===== src/rtl/pipe_stage_buf_if.sv =====
// Handshake bundle for pipe_stage_buf: upstream valid/ready/data plus downstream valid/ready/data.
// master drives the stage inputs (producer + consumer side); slave is the stage itself.
interface pipe_stage_buf_if #(
  parameter int DATA_W = 32
);
  logic              in_valid;
  logic              in_ready;
  logic [DATA_W-1:0] in_data;
  logic              out_valid;
  logic              out_ready;
  logic [DATA_W-1:0] out_data;

  modport master (
    output in_valid, in_data, out_ready,
    input  in_ready, out_valid, out_data
  );

  modport slave (
    input  in_valid, in_data, out_ready,
    output in_ready, out_valid, out_data
  );
endinterface


===== src/rtl/pipe_stage_buf.sv =====
// Elastic pipeline stage: main reg M plus skid reg S; all outputs are registered, latency 1 cycle.
// in_ready = ~S valid so out_ready never reaches in_ready combinationally; PIPE_STAGE_STALL_CNT_EN adds stall_cnt.
module pipe_stage_buf #(
  parameter int                DATA_W   = 32,
  parameter logic [DATA_W-1:0] NOP_DATA = {DATA_W{1'b0}},
  parameter int                CNT_W    = 16
) (
  input  logic                clk,
  input  logic                rst,
  input  logic                en,
  input  logic                flush,
  pipe_stage_buf_if.slave     bus,
`ifdef PIPE_STAGE_STALL_CNT_EN
  output logic [CNT_W-1:0]    stall_cnt,
`endif
  output logic [1:0]          occupancy
);

  logic              m_valid_q, m_valid_d;
  logic              s_valid_q, s_valid_d;
  logic [DATA_W-1:0] m_data_q,  m_data_d;
  logic [DATA_W-1:0] s_data_q,  s_data_d;
  logic              in_fire;
  logic              out_fire;

  assign in_fire  = en & bus.in_valid & ~s_valid_q;
  assign out_fire = en & m_valid_q & bus.out_ready;

  always_comb begin
    m_valid_d = m_valid_q;
    s_valid_d = s_valid_q;
    m_data_d  = m_data_q;
    s_data_d  = s_data_q;
    if (flush) begin
      m_valid_d = 1'b0;
      s_valid_d = 1'b0;
      m_data_d  = NOP_DATA;
      s_data_d  = NOP_DATA;
    end else if (!m_valid_q) begin
      if (in_fire) begin
        m_valid_d = 1'b1;
        m_data_d  = bus.in_data;
      end
    end else if (!s_valid_q) begin
      if (in_fire && out_fire) begin
        m_data_d = bus.in_data;
      end else if (in_fire) begin
        // Downstream stalled: park the new item in the skid slot.
        s_valid_d = 1'b1;
        s_data_d  = bus.in_data;
      end else if (out_fire) begin
        m_valid_d = 1'b0;
        m_data_d  = NOP_DATA;
      end
    end else if (out_fire) begin
      m_data_d  = s_data_q;
      s_valid_d = 1'b0;
      s_data_d  = NOP_DATA;
    end
  end

  always_ff @(posedge clk) begin
    if (!rst) begin
      m_valid_q <= 1'b0;
      s_valid_q <= 1'b0;
      m_data_q  <= NOP_DATA;
      s_data_q  <= NOP_DATA;
    end else begin
      m_valid_q <= m_valid_d;
      s_valid_q <= s_valid_d;
      m_data_q  <= m_data_d;
      s_data_q  <= s_data_d;
    end
  end

  assign bus.in_ready  = ~s_valid_q;
  assign bus.out_valid = m_valid_q;
  assign bus.out_data  = m_data_q;
  assign occupancy     = {1'b0, m_valid_q} + {1'b0, s_valid_q};

`ifdef PIPE_STAGE_STALL_CNT_EN
  logic [CNT_W-1:0] stall_cnt_q, stall_cnt_d;

  // Flush does not clear the counter; only reset does.
  always_comb begin
    stall_cnt_d = stall_cnt_q;
    if (en && m_valid_q && !bus.out_ready && !(&stall_cnt_q)) begin
      stall_cnt_d = stall_cnt_q + {{(CNT_W-1){1'b0}}, 1'b1};
    end
  end

  always_ff @(posedge clk) begin
    if (!rst) begin
      stall_cnt_q <= '0;
    end else begin
      stall_cnt_q <= stall_cnt_d;
    end
  end

  assign stall_cnt = stall_cnt_q;
`endif

endmodule


===== src/flat_wrapper.sv =====
// flat-port wrapper written by rule: the top's interface ports become plain ports
module pipe_stage_buf_flat 
#(
  parameter int                DATA_W   = 32,
  parameter logic [DATA_W-1:0] NOP_DATA = {DATA_W{1'b0}},
  parameter int                CNT_W    = 16
)
  (clk, rst, en, flush, occupancy, bus_in_valid, bus_in_data, bus_out_ready, bus_in_ready, bus_out_valid, bus_out_data);
  pipe_stage_buf_if #(.DATA_W(DATA_W)) bus_i ();
  input  logic clk;
  input  logic rst;
  input  logic en;
  input  logic flush;
  output logic [1:0] occupancy;
  input wire logic [$bits(bus_i.in_valid)-1:0] bus_in_valid;
  input wire logic [$bits(bus_i.in_data)-1:0] bus_in_data;
  input wire logic [$bits(bus_i.out_ready)-1:0] bus_out_ready;
  output wire logic [$bits(bus_i.in_ready)-1:0] bus_in_ready;
  output wire logic [$bits(bus_i.out_valid)-1:0] bus_out_valid;
  output wire logic [$bits(bus_i.out_data)-1:0] bus_out_data;
  assign bus_i.in_valid = bus_in_valid;
  assign bus_i.in_data = bus_in_data;
  assign bus_i.out_ready = bus_out_ready;
  assign bus_in_ready = bus_i.in_ready;
  assign bus_out_valid = bus_i.out_valid;
  assign bus_out_data = bus_i.out_data;
  pipe_stage_buf #(.DATA_W(DATA_W), .NOP_DATA(NOP_DATA), .CNT_W(CNT_W)) u_core (.clk(clk), .rst(rst), .en(en), .flush(flush), .bus(bus_i), .occupancy(occupancy));
endmodule

===== config.mk =====
export PLATFORM = sky130hd
export DESIGN_NAME = pipe_stage_buf_flat
export DESIGN_NICKNAME = d
export VERILOG_FILES = /design/src/rtl/pipe_stage_buf_if.sv /design/src/rtl/pipe_stage_buf.sv /design/src/flat_wrapper.sv
export SDC_FILE = /design/constraint.sdc
export NUM_CORES = 1
export LEC_CHECK = 0
export CAP_MARGIN = 20
export CORE_ASPECT_RATIO = 1.75
export CORE_UTILIZATION = 45
export DETAILED_ROUTE_END_ITERATION = 8
export PLACE_DENSITY_LB_ADDON = 0.05
export SLEW_MARGIN = 20
export SYNTH_ARGS = -nofsm -noshare
export SYNTH_HDL_FRONTEND = slang
export SYNTH_SLANG_ARGS = --single-unit

===== constraint.sdc =====
create_clock -name clk -period 1.94 [get_ports clk]
set_input_delay 0.485 -clock clk [delete_from_list [all_inputs] [get_ports clk]]
set_output_delay 0.485 -clock clk [all_outputs]
set_load 0.005 [all_outputs]

=== Word-level counts from Yosys, hierarchy flattened ===
Index checks and enable logic that the tools add are counted.
Widths: inputs -> output; s select.

* Register bits after elaboration: 66
* Latch bits: 0
* Memory bits (writable): 0
* ROM bits: 0
* Input bits: 38
* Output and inout port bits: 36
* Logic and storage cells: 39
* Memories kept: 0

* Add/sub/neg operators: 1
* $mul: 0
* Divide/modulo/power cells: 0
* Magnitude comparators: 0
* Equal/unequal tests: 5
* Shift operators: 0
* Multiplexer cells: 17
* Bitwise operators: 6
* Reductions and logical operators: 6

{| class="wikitable"
|+ Operators with widths
! cell !! number
|-
| $mux 32 || 9
|-
| $mux 1 || 8
|-
| $reduce_and 4->1 || 2
|-
| $ne 3x3->1 const B || 2
|-
| $and 1x1->1 || 4
|-
| $ne 4x4->1 const B || 1
|-
| $reduce_bool 2->1 || 2
|-
| $add 1x1->2 || 1
|-
| $ne 2x1->1 const B || 1
|-
| $ne 2x2->1 const B || 1
|-
| $not 1->1 || 2
|-
| $reduce_or 2->1 || 1
|-
| $logic_and 1x1->1 || 1
|}

=== Longest topological paths before layout ===
Gate-level depths: netlist of the first run.

* Depth in word-level cells: 7
* Depth in mapped cells: 6
* Gate-level depth less buffers: 5

=== Worst setup path after synthesis of the first run ===
OpenSTA, ideal clock, no wires.

* Kind: reg2reg
* From: reg u_core.s_valid_q
* To: reg u_core.m_data_q[10], in the netlist u_core.bus.out_data[10]
* Setup time: 0.133 ns
* Arrival time: 1.654 ns
* Data required time: 1.807 ns
* Setup slack: 0.153 ns
* Stages on the path, launching flop included: 7
* Path buffers: 1
* Clock period less this slack: 1.787 ns
* Cells stage by stage: dfxtp_1 inv_1 ha_1 or4b_1 a21boi_4 buf_6 a311oi_1

* Longest elaborated chain between the ends: 6
* Elaborated cells between the ends (all ways): 11
* Classes of those cells: 3 x eq/ne; 3 x mux; 2 x bitwise; 3 x reduce/logical

{| class="wikitable"
|+ Ends and longest elaborated chain
! item !! RTL line !! source
|-
| start: declaration || pipe_stage_buf.sv:20 || <nowiki>logic s_valid_q, s_valid_d;</nowiki>
|-
| start signal: assignment || pipe_stage_buf.sv:70 || <nowiki>s_valid_q <= s_valid_d;</nowiki>
|-
| $not 1->1 (*) || - ||
|-
| named net bus_in_ready || flat_wrapper.sv:18 || <nowiki>output wire logic [$bits(bus_i.in_ready)-1:0] bus_in_ready;</nowiki>
|-
| $and 1x1->1 (*) || pipe_stage_buf.sv:26 || <nowiki>assign in_fire = en & bus.in_valid & ~s_valid_q;</nowiki>
|-
| $logic_and 1x1->1 || pipe_stage_buf.sv:45 || <nowiki>if (in_fire && out_fire) begin</nowiki>
|-
| $mux 32 || pipe_stage_buf.sv:45 ||
|-
| $mux 32 || pipe_stage_buf.sv:44 || <nowiki>end else if (!s_valid_q) begin</nowiki>
|-
| $mux 32 || pipe_stage_buf.sv:39 || <nowiki>end else if (!m_valid_q) begin</nowiki>
|-
| end signal: assignment || pipe_stage_buf.sv:71 || <nowiki>m_data_q <= m_data_d;</nowiki>
|-
| end: declaration || pipe_stage_buf.sv:21 || <nowiki>logic [DATA_W-1:0] m_data_q, m_data_d;</nowiki>
|}

The timed path passes the listed nets; every way through them passes the cells marked *.
A chain may end at the register's enable or synchronous reset.

=== Worst setup path in the final report of the first run ===
* From: reg u_core.m_valid_q, in the netlist u_core.bus.out_valid
* To: out bus_out_valid

{| class="wikitable"
|+ RTL lines
! item !! RTL line !! source
|-
| start: declaration || pipe_stage_buf.sv:19 || <nowiki>logic m_valid_q, m_valid_d;</nowiki>
|-
| start signal: assignment || pipe_stage_buf.sv:69 || <nowiki>m_valid_q <= m_valid_d;</nowiki>
|-
| end: declaration || flat_wrapper.sv:19 || <nowiki>output wire logic [$bits(bus_i.out_valid)-1:0] bus_out_valid;</nowiki>
|}

No word-level cell between the ends.

==> results of run 1 <==
layout make-up:
| cell class | count | area (um2) |
|---|---|---|
| clock buffer | 12 | 246 |
| clock inverter | 3 | 40.0 |
| fill | 688 | 2660 |
| inverter | 4 | 15.0 |
| multi-input combinational | 276 | 1810 |
| sequential | 66 | 1330 |
| tap | 86 | 108 |
| timing repair buffer | 103 | 1080 |
worst register-to-register path: stages (launching register included):
cell      delay, ns
dfxtp_4        0.37
ha_1           0.20
or4b_1         0.52
a21boi_4       0.19
buf_4          0.23
a311oi_1       0.12
cell usage after synthesis (2+ instances only):
cell type and n:
nand2_1 98, dfxtp_1 66, a21oi_1 33, a311oi_1 33
a31o_2 33, o21ai_0 32, o22ai_2 30, clkbuf_1 27
buf_6 10, buf_2 8, buf_1 4, inv_1 4
ha_1 2, o22ai_1 2, or4b_1 2
path summary, 6_finish.rpt:
check,end
min,u_core.s_data_q[22]
max reg2reg,u_core.bus.out_data[18]
max,bus_out_valid
min reg2reg,u_core.s_data_q[22]
sequential cells by signal (all words and copies together), names as in the netlist:
name,cells
u_core.bus.out_valid,1
u_core.s_data_q,32
u_core.bus.out_data,32
u_core.s_valid_q,1
per-stage QoR:
step | util | TNS [ns] | power (W) | hold WS (ns)
final | 0.635 | 0 | 0.00345 | 0.466
after global routing | 0.635 | 0 | 0.00356 | 0.480
after CTS | 0.630 | 0 | 0.00347 | 0.466
after detailed placement | 0.591 | -17.21 | 0.00188 | 0.461
after global placement | 0.591 | -16.20 | 0.00188 | 0.458
after floorplan | - | 0 | 0.00166 | 0.446
per-layer routing:
layer	vias to the layer above	track usage
li1	1579	-
met1	1613	0.301
met2	94	0.465
met3	10	0.0282
met4	0	0.112
met5	-	0
kinds of logic (layout without fill, tap and decap cells):
| logic type | Yosys count | count (layout) | share of synthesized area |
|---|---|---|---|
| flops | 66 | 66 | 0.386 |
| simple gates | 108 | 108 | 0.131 |
| compound gates | 166 | 166 | 0.390 |
| buf+inv | 54 | 122 | 0.0853 |
| fa+ha+maj | 2 | 2 | 0.00732 |
placed cells by master (no fill, tap or decap), types with 2 or more instances in the layout:
cell,instances
o22ai_2,30
dfxtp_1,65
a31o_2,33
clkbuf_1,2
o22ai_1,2
ha_1,2
clkdlybuf4s50_1,69
a21oi_1,33
clkinv_2,2
a311oi_1,33
o21ai_0,32
clkbuf_16,10
buf_12,8
inv_1,4
buf_4,20
dlymetal6s2s_1,2
nand2_1,98
dlygate4sd2_1,2
repair_timing:
| item | in CTS | in global routing |
|---|---|---|
| cloned | 0 | 1 |
| setup buffers | 0 | 0 |
| endpoints found under the setup margin | 3 | 33 |
| resized for setup | 3 | 4 |
power by group:
group	internal (W)	switching [W]	total [W]
combinational	0.000237	0.000223	0.000460
clock	0.00102	0.000575	0.00159
sequential	0.00138	0.0000160	0.00140
==> impl_results.md, run 1 <==
* Clock buffer depth at 2
* Design Area, Final at 0.00463 mm2
* Register-to-register setup slack at 0.19 ns
* Total CTS buffers at 9
* Global-route wire length before repair at 15900 um
* Worst vdd ir at 609 uV
* Vias in the first global route at 3252
* FFs w/ async S/R, synth at 0
* Clk_lat worst skew at 0.33 ns
* # diodes at 0
* # hold bufs at CTS at 0
* WL met3 at 486 um
* Synth area leaders: dfxtp_1, o22ai_2, nand2_1, a311oi_1, a31o_2
* Initial Utilization at 0.469
* CTS tree: yes
* RSZ-0062 raised after global routing: false
* Synth Register Bits at 66
* DIE AREA at 0.00797 mm2
* Dominant synthesized flop cell: dfxtp_1
* WHS Path Cells at 2
* EDFF count, synth at 0
* Vias/cell at 5.99
* Pwr Density at 746 mW/mm2
* CP bufs+invs at 2
* DRT iter0 DRCs at 249
* Met2 routed WL at 5280 um
* # DRC at 0
* Launch point of the worst path: u_core.bus.out_valid
* WP depth at 2
* Layout area overhead at 35.3%
* Distinct cells, synth at 27
* Clk slew on worst S/H paths at 0.05 ns
* Syn_nets at 436
* Cell Chain, Critical Path: buf_12 > clkdlybuf4s50_1
* Final cell count without fillers at 550
* Worst R2R Start: u_core.bus.out_valid
* Post-Syn Instances at 396
* H-tree Lvls at 3
* WL/cell at 17.9 um
* Min Clock Period, post-route at 1.87 ns
* Tot GR Track Use at 0.262
* # setup viols final at 0
* Max incr delay on CP at 0.50 ns
* Fin. max-slew vios at 0
* Share of the synthesized area in the top cell type at 0.386
* Largest net degree at the start of global routing at 65
* Sink Count at 66
* Crit-path slowest cell: clkdlybuf4s50_1
* Initial antenna violation count at 0
* Syn Std Cell Area at 0.00342 mm2
* DR top layer: met4
* Fin. Hold Viols at 0
* Die height at 117 um
* CP Max Fanout at 14
* Gp weighted congestion at 0.828
* First drt pass iteration count at 5
* Core area at 0.00728 mm2
* Root buf cell: clkbuf_16
* Dpl cell area at 0.00431 mm2
* Max cap viols at 0
* Vias at 3296
* FP Rows at 41
* I/O pin cnt at 74
* Grt total ovfl at 0
* Number of buffers added on ports at 73
* Rel. slew slack at 0.756
* Crit path kind: reg2out
* CP arrival at 1.38 ns
* Setup crit end kind: primary output
* HP Class: reg2reg
* Syn avg cell area at 8.64 um2
* Hpwl dp at 6320 um
* DRT met1 WL at 3960 um
* Setup Skew at 0.00551 ns
* Hold Startpoint: u_core.s_data_q[22]
* Status: complete, no violations
* Peak Freq at 535 MHz
* Synth area leader: dfxtp_1
* Share of cells above drive strength 1 at 0.246
* Leak pwr at 1.61 nW
* Worst path top cell family by delay: buffers and inverters
* Seq/Total Area, Yosys at 0.386
* Worst slack at placement at -0.312 ns
* Final nets at 500
* R2R cell count at 5
* Final worst path period share at 0.963
* Fin worst setup slack at 0.0713 ns
* Startpoint Class: flip-flop
* Die width at 67.9 um
* Post-route ant nets at 0
* Warnings from Yosys at 0
* Worst path required time at 1.45 ns
* Placed cell count at 534
* Drt total wl at 9860 um
* Slew @ Worst Pin at 0.366 ns
(Power assumes the default switching activity.)
==> run 2, diff against run 1 <==
Settings changed: RECOVER_POWER from default to 25.
==> impl_results.md, run 2 (synthesized netlist as in run 1, its figures left out) <==
* Global-route wire length before repair at 15900 um
* Hold Crit Endpoint: u_core.s_data_q[22]
* CTS tree: yes
* Multi-input gate area at 0.00181 mm2
* Clock buffer depth at 2
* Slew @ Worst Pin at 0.345 ns
* Most frequent cells in the layout: nand2_1, dfxtp_1, clkdlybuf4s50_1
* Commonest non-fill, non-tap cell in the layout: nand2_1
* Max incr delay on CP at 0.50 ns
* Peak Freq at 535 MHz
* Worst R2R Start: u_core.bus.out_valid
* WP depth at 2
* Worst path required time at 1.45 ns
* FP Rows at 41
* Setup Skew at 0.00544 ns
* Fin. max-slew vios at 0
* I/O pin cnt at 74
* Setup crit end kind: primary output
* Share of cells above drive strength 1 at 0.246
* Worst path top cell family by delay: buffers and inverters
* Die width at 67.9 um
* Grt total ovfl at 0
* CP arrival at 1.38 ns
* RSZ-0062 raised after global routing: false
* First drt pass iteration count at 5
* Fill cells at 688
* # DRC at 0
* Hpwl dp at 6320 um
* # setup viols final at 0
* Tot GR Track Use at 0.262
* Dpl cell area at 0.00431 mm2
* Largest net degree at the start of global routing at 65
* Initial Utilization at 0.469
* Max cap viols at 0
* DIE AREA at 0.00797 mm2
* Launch point of the worst path: u_core.bus.out_valid
* Cell Chain, Critical Path: buf_12 > clkdlybuf4s50_1
* CP bufs+invs at 2
* DRT iter0 DRCs at 263
* Worst flop-to-flop path endpoint: u_core.bus.out_data[18]
* Tot Pwr at 0.00344 W
* Post-route ant nets at 0
* Register-to-register setup slack at 0.18 ns
* Startpoint Class: flip-flop
* Post-CTS setup buffers at 0
* Leak pwr at 1.68 nW
* Fin worst setup slack at 0.0704 ns
* R2R cell count at 5
* Hold Startpoint: u_core.s_data_q[22]
* Die height at 117 um
* Rel. slew slack at 0.769
* WL/cell at 17.8 um
* CP Max Fanout at 14
* Min Clock Period, post-route at 1.87 ns
* Number of buffers added on ports at 73
* Vias at 3300
* Core area at 0.00728 mm2
* Root buf cell: clkbuf_16
* HP Class: reg2reg
* Clk_lat worst skew at 0.33 ns
* WHS Path Cells at 2
* Status: complete, no violations
* Pwr Density at 744 mW/mm2
* Worst slack at placement at -0.312 ns
* Final worst path period share at 0.964
* Total CTS buffers at 9
* Drt total wl at 9800 um
* Gp weighted congestion at 0.828
* Vias/cell at 6.00
* Crit-path slowest cell: clkdlybuf4s50_1
* Setup TNS at 0 ns
* Reg area at 0.00133 mm2
* Worst vdd ir at 605 uV
* # diodes at 0
* Vias in the first global route at 3252
* Layout area overhead at 35.3%
* Clk slew on worst S/H paths at 0.05 ns
* H-tree Lvls at 3
* Design Area, Final at 0.00463 mm2
* Fin. Hold Viols at 0
* Crit path kind: reg2out
* Sink Count at 66
* Initial antenna violation count at 0
* Final nets at 500
* Hold_ws at 0.466 ns
## run 2: worst min-delay path, stage by stage, from the launching register on
cell     delay, ns
dfxtp_1       0.30
nand2_1       0.05
o22ai_1       0.06
## run 2: repair_timing
action                                  4_1_cts  5_1_grt
resized for setup                             3        4
endpoints found under the hold margin         0        0
gates cloned                                  0        1
hold buffers                                  0        0
endpoints found under the setup margin        3       33
## run 2: cell type report
type | count | share of cell area
flip-flops and latches | 66 | 0.286
inverters | 4 | 0.00324
repair buffers | 103 | 0.233
clock buffers | 12 | 0.0533
well taps | 86 | 0.0232
multi-input cells | 276 | 0.392
clock inverters | 3 | 0.00865
## run 2: worst max-delay path by stage
stage / to / slack [ns]
floorplan: u_core.bus.out_data[10] / 0.15
global placement: u_core.s_data_q[21] / -0.29
detailed placement: u_core.bus.out_data[18] / -0.31
CTS: bus_out_valid / 0.01
global route: u_core.s_data_q[0] / 0.03
finish: bus_out_valid / 0.07
## run 2: metrics by stage
stage                      util  cells
final                     0.635    550
after floorplan               -    396
after detailed placement  0.591    534
after global routing      0.635    550
after CTS                 0.630    549
after global placement    0.591    534
## run 2: where the power goes
group          total, W  switching [W]  internal, W
registers       0.00140      0.0000153      0.00138
clock network   0.00159       0.000572      0.00102
logic          0.000452       0.000222     0.000230
## run 2: per-layer routing
| layer | global-route usage | vias to the layer above | routed length, um | part of all wire |
|---|---|---|---|---|
| met5 | 0 | - | 0 | 0 |
| met4 | 0.112 | 0 | 185 | 0.019 |
| met3 | 0.0282 | 11 | 376 | 0.038 |
| met2 | 0.465 | 93 | 5310 | 0.54 |
| met1 | 0.301 | 1613 | 3920 | 0.40 |
| li1 | - | 1583 | - | - |
